$ cat config.mk
export PLATFORM = sky130hd
export DESIGN_NAME = button_event_arbiter
export DESIGN_NICKNAME = d
export VERILOG_FILES = /design/src/rtl/button_event_arbiter.sv
export SDC_FILE = /design/constraint.sdc
export NUM_CORES = 1
export LEC_CHECK = 0
export ABC_AREA = 1
export CORE_MARGIN = 2
export CORE_UTILIZATION = 30
export DETAILED_ROUTE_END_ITERATION = 16
export DONT_BUFFER_PORTS = 1
export PLACE_DENSITY_LB_ADDON = 0.05
export SYNTH_ARGS = -nofsm -noshare
export SYNTH_HDL_FRONTEND = slang
export SYNTH_SLANG_ARGS = --single-unit
$ cat constraint.sdc
create_clock -name clk -period 1.4 [get_ports clk]
set_input_delay 0.28 -clock clk [delete_from_list [all_inputs] [get_ports clk]]
set_output_delay 0.28 -clock clk [all_outputs]
set_load 0.05 [all_outputs]
$ cat src/rtl/button_event_arbiter.sv
// Per-channel edge-detecting button event capture with a round-robin arbiter.
// Optional input debounce filter: define BUTTON_EVENT_ARBITER_DEBOUNCE_EN.
module button_event_arbiter #(
  parameter int N         = 4,
  parameter int DB_CYCLES = 16
) (
  input  logic                 clk,
  input  logic                 rst,
  input  logic [N-1:0]         btn,
  output logic                 ev_valid,
  output logic [$clog2(N)-1:0] ev_id,
  input  logic                 ev_ready,
  output logic [N-1:0]         pend,
  output logic [N-1:0]         ovf
);

  localparam int W = $clog2(N);

  typedef enum logic [1:0] {
    D_IDLE,
    D_FIRE,
    D_HELD
  } det_e;

  typedef enum logic {
    ARB,
    OFFER
  } arb_e;

  if (N < 2 || N > 8 || DB_CYCLES < 1) begin : g_bad_param
    $error("button_event_arbiter: illegal N or DB_CYCLES");
  end

  logic [N-1:0] btn_f;

`ifdef BUTTON_EVENT_ARBITER_DEBOUNCE_EN
  localparam int CW = $clog2(DB_CYCLES + 1);

  logic [CW-1:0] db_cnt_q [N];
  logic [CW-1:0] db_cnt_d [N];
  logic [N-1:0]  db_out_q;
  logic [N-1:0]  db_out_d;

  // Count consecutive samples that disagree with the filtered level.
  always_comb begin
    db_out_d = db_out_q;
    for (int k = 0; k < N; k++) begin
      db_cnt_d[k] = '0;
      if (btn[k] != db_out_q[k]) begin
        if (db_cnt_q[k] == CW'(DB_CYCLES - 1)) begin
          db_out_d[k] = btn[k];
        end else begin
          db_cnt_d[k] = db_cnt_q[k] + 1'b1;
        end
      end
    end
  end

  // Filter state registers.
  always_ff @(posedge clk) begin
    if (rst) begin
      db_out_q <= '0;
      db_cnt_q <= '{default: '0};
    end else begin
      db_out_q <= db_out_d;
      db_cnt_q <= db_cnt_d;
    end
  end

  assign btn_f = db_out_q;
`else
  assign btn_f = btn;
`endif

  det_e          det_q [N];
  det_e          det_d [N];
  logic [N-1:0]  evt;
  logic [N-1:0]  pend_q, pend_d;
  logic [N-1:0]  ovf_q, ovf_d;

  arb_e          st_q, st_d;
  logic          ev_valid_q, ev_valid_d;
  logic [W-1:0]  ev_id_q, ev_id_d;
  logic [W-1:0]  ptr_q, ptr_d;
  logic          hs;
  logic          found;
  logic [W-1:0]  sel;
  int            idx;

  assign hs = (st_q == OFFER) && ev_ready;

  // Detectors fire once per press; pending/overflow bookkeeping.
  always_comb begin
    evt    = '0;
    pend_d = pend_q;
    ovf_d  = ovf_q;
    for (int k = 0; k < N; k++) begin
      det_d[k] = det_q[k];
      unique case (det_q[k])
        D_IDLE:  if (btn_f[k]) det_d[k] = D_FIRE;
        D_FIRE:  det_d[k] = D_HELD;
        D_HELD:  if (!btn_f[k]) det_d[k] = D_IDLE;
        default: det_d[k] = D_IDLE;
      endcase
      evt[k] = (det_q[k] == D_FIRE);
      if (hs && ev_id_q == W'(k)) begin
        pend_d[k] = 1'b0;
      end
      if (evt[k]) begin
        if (pend_q[k] && !(hs && ev_id_q == W'(k))) begin
          ovf_d[k] = 1'b1;
        end
        pend_d[k] = 1'b1;
      end
    end
  end

  // Detector and pending/overflow registers.
  always_ff @(posedge clk) begin
    if (rst) begin
      det_q  <= '{default: D_IDLE};
      pend_q <= '0;
      ovf_q  <= '0;
    end else begin
      det_q  <= det_d;
      pend_q <= pend_d;
      ovf_q  <= ovf_d;
    end
  end

  // Round-robin pick and offer/handshake sequencing.
  always_comb begin
    st_d       = st_q;
    ev_valid_d = ev_valid_q;
    ev_id_d    = ev_id_q;
    ptr_d      = ptr_q;
    found      = 1'b0;
    sel        = '0;
    idx        = 0;
    for (int i = 0; i < N; i++) begin
      idx = int'(ptr_q) + i;
      if (idx >= N) idx = idx - N;
      if (!found && pend_q[idx]) begin
        found = 1'b1;
        sel   = W'(idx);
      end
    end
    unique case (st_q)
      ARB: begin
        if (found) begin
          ev_id_d    = sel;
          ev_valid_d = 1'b1;
          st_d       = OFFER;
        end
      end
      OFFER: begin
        if (ev_ready) begin
          ev_valid_d = 1'b0;
          ptr_d      = (ev_id_q == W'(N - 1)) ? '0 : ev_id_q + 1'b1;
          st_d       = ARB;
        end
      end
      default: st_d = ARB;
    endcase
  end

  // Arbiter state and registered outputs.
  always_ff @(posedge clk) begin
    if (rst) begin
      st_q       <= ARB;
      ev_valid_q <= 1'b0;
      ev_id_q    <= '0;
      ptr_q      <= '0;
    end else begin
      st_q       <= st_d;
      ev_valid_q <= ev_valid_d;
      ev_id_q    <= ev_id_d;
      ptr_q      <= ptr_d;
    end
  end

  assign ev_valid = ev_valid_q;
  assign ev_id    = ev_id_q;
  assign pend     = pend_q;
  assign ovf      = ovf_q;

endmodule

==> summary.md, run 1 <==
| Metric | Value |
|---|---|
| Final HPWL DP | 1920 um |
| Core Rows | 22 |
| Slowest cell on the critical path | dfxtp_4 |
| Multi-input gate area | 636 um^2 |
| Avg Inst Size Synth | 7.36 um^2 |
| Critical-path cell list | buf_6, nand2_2, nand2_2, nand2_2, nand2_4, nor2_8, nand3_4, nand2_4, nand2_2, nand2_2, nor2_2 |
| Critical Path RT | 1.56 ns |
| Pin count of the biggest net entering global routing | 13 |
| Num CTS Buffers | 3 |
| GRT Overall Usage | 12.9% |
| Post-Synthesis Cell Area | 1130 um^2 |
| Startpoint types | flop |
| Xor/xnor cell area share of the yosys netlist | 0% |
| Maximum fanout along the worst path | 7 |
| Adder-Cell Fraction of Synth Area | about 4.4% |
| Total power | between 2 and 2.5 mW |
| Post-Syn Instances | 153 |
| Pwr Density | 1650 nW/um^2 |
| CTS clock-pin slew for the worst setup and hold paths | 0.08 ns |
| # setup viols final | 0 |
| Die footprint | 4260 um^2 |
| Combinational family with the most area after synthesis | simple AND/OR/NAND/NOR gates |
| MaxCap Viol Count | 0 |
| Total core area | 3630 um^2 |
| Critical path class | reg2reg |
| Die Y | 65.3 um |
| HP Class | in2reg |
| Final worst path period share | 97.6% |
| Global-route wire length before repair | 4280 um |
| Crit path max-delay family | simple AND/OR/NAND/NOR gates |
| Synth-to-Final Area Change | 26.0% |
| Post-synthesis compound-gate area fraction | 11.9% |
| PortBufs | 0 |
| Synth cell types | 21 |
| CTS tree | built |
| Max Slew Vio Count | 0 |
| Synthesized Nets | 164 |
| Highest Clock Rate | 0.732 GHz |
| Grt ovf | 0 |
| Setup crit end kind | flop |
| Buffers and inverters on the worst path | 1 |
| Setup Skew | approximately 0.0018 ns |
| Drt drc | 0 |
| Rel. slew slack | between 60% and 70% |
| Static leakage | between 0.6 and 0.7 nW |
| 1st-pass router iterations | 4 |
| Clk sinks | 22 |
| Vias | 977 |
| Outcome | complete, no violations |
| Antenna diodes | 0 |
| Vias in the first global route | 996 |
| FILL cells | between 400 and 500 |
| Die X | 65.3 um |
| Final ANT Viol Nets | 0 |
| Final Hold Vio Count | 0 |
| Clock Tree Buf Depth | 2 |
| Antenna violations before repair | 0 |
| Final core occ | 39.0% |
| Post-route minimum period | 1.37 ns |
| Synth Area in Simple Gates | 35.6% |
| GPL Wtd Cong | 0.771 |
| CTS root buf | clkbuf_8 |
| Latest clock arrival within the worst-skew pair | ~0.26 ns |
| FF+latch count, synth | 22 |
| Routed len/inst | 11.1 um |
| Iter 0 DRT Violations | 25 |
| Arrival time worst endpoint | 1.53 ns |
| DP Worst Slack | -0.0290 ns |
| Sequential cell area fraction in the yosys report | 39.1% |
| CTS H-tree lvls | 1 |
| Post-route setup slack | 0.0340 ns |
| RSZ-0062 raised after global routing | yes |
| Vias per std cell | 4.44 |
| Worst-margin pin slew | 0.522 ns |
| Initial cell density of the core | slightly above 30% |
| Peak VDD IR | approximately 0.00063 V |
| Worst path most repeated cell | nand2_2 |
| Storage element area | 452 um^2 |
| Yosys warning total | 0 |
| Final nets | around 180 |
| Mux contribution to synthesized area | 0% |
| Worst Hold Margin | slightly above 0.07 ns |
| Slowest Stage Delay on Critical Path | 0.38 ns |
| Layout cells sized above 1 | 33.7% |
| Routed WL | 2440 um |
| Top Ports | 18 |
cell families after synthesis:
logic type	count (synthesis)
simple gates	80
flops	22
buf+inv	23
compound gates	24
fa+ha+maj	4
state kept, by name, indices dropped and copies added (netlist names):
register	count
det_q	8
ovf	4
pend	4
ev_id	2
ptr_q	2
ev_valid	1
st_q	1
routing by layer:
layer | up-vias | share of wire, % | global-route usage [%]
li1 | 529 | - | -
met4 | 0 | 1.4 | 4.69
met2 | 11 | 48 | 21.9
met1 | 433 | 46 | 15.7
met3 | 4 | 4.1 | 3.42
met5 | - | 0 | 0
worst register-to-register path, delay by kind of cell, from the launching register on:
| kind | cells | cell delay (ns) |
|---|---|---|
| buf+inv | 1 | 0.12 |
| simple gates | 10 | 0.77 |
| flops | 1 | 0.38 |
per-stage QoR:
step                      cell area, um^2  instances  TNS, ns
after global placement               1280        214        0
after CTS                            1340        218        0
after detailed placement             1280        214  -0.0571
after global routing                 1420        220   -0.154
final                                1420        220        0
after floorplan                      1130        153        0
where the power goes:
part	switching, mW	internal (mW)	leakage, nW
Combinational	0.627	0.388	0.413
Sequential	0.155	0.726	0.184
Clock	0.201	0.250	0.0288
synth_stat cells:
library cell	count	area share [%]
a21oi_1	5	2.2
buf_6	2	2.0
dfxtp_1	22	39
ha_1	4	4.4
inv_1	19	6.3
inv_2	2	0.67
nand2_1	39	13
nand2_2	7	3.9
nand2_4	3	3.0
nand3_1	14	6.2
nand3_4	1	1.6
nor2_1	11	3.7
nor2_8	1	1.8
nor3_1	1	0.44
nor3b_1	3	2.0
o21a_1	1	0.67
o21ai_0	13	5.8
o21ai_1	1	0.44
o21ai_2	2	1.6
o21bai_1	1	0.67
o22ai_1	1	0.56
layout by cell type, fill, tap and decap left out:
master	instances
nand2_1	30
inv_1	18
dfxtp_1	15
buf_4	15
o21ai_0	13
nand3_1	13
nand2_2	13
nor2_1	9
nand2_4	6
dfxtp_2	6
a21oi_1	5
ha_1	4
clkbuf_8	4
o21ai_2	3
nor3b_1	3
inv_2	2
nor2_2	2
buf_6	2
o21a_1	1
inv_4	1
nand3_2	1
nor2_8	1
nand3_4	1
o21bai_1	1
o22ai_1	1
nor3_1	1
dfxtp_4	1
timing repair:
item                       CTS  global route
pin swaps                    0            12
cloned                       0             0
buffers inserted             0             2
gates resized for setup      1            22
hold endpoints to repair     0             0
hold buffers                 0             0
setup endpoints to repair    2             3
path summary, 6_finish.rpt:
check                               from       end  slack [ns]  cells past startpoint
worst max register to register  ptr_q[0]  ev_id[0]        0.03                     11
worst min register to register  det_q[7]  det_q[6]        0.45                      1
worst min-delay path                 rst   pend[0]        0.07                      1
worst max-delay path            ptr_q[0]  ev_id[0]        0.03                     11
area by class of cell:
cell class	instances	share of cell area (%)
clock buffer	4	3.88
inverter	21	5.73
timing repair buffer	17	9.52
multi-input combinational	108	44.8
tap	48	4.23
sequential	22	31.8
No activity file was read; power rests on OpenSTA's default activity.
==> run 2: changes to the inputs <==
Settings changed: SKIP_CTS_REPAIR_TIMING set to 1, SLEW_MARGIN set to 5.
==> results of run 2 <==
Final layout, timing and power as in run 1 (identical DEF).
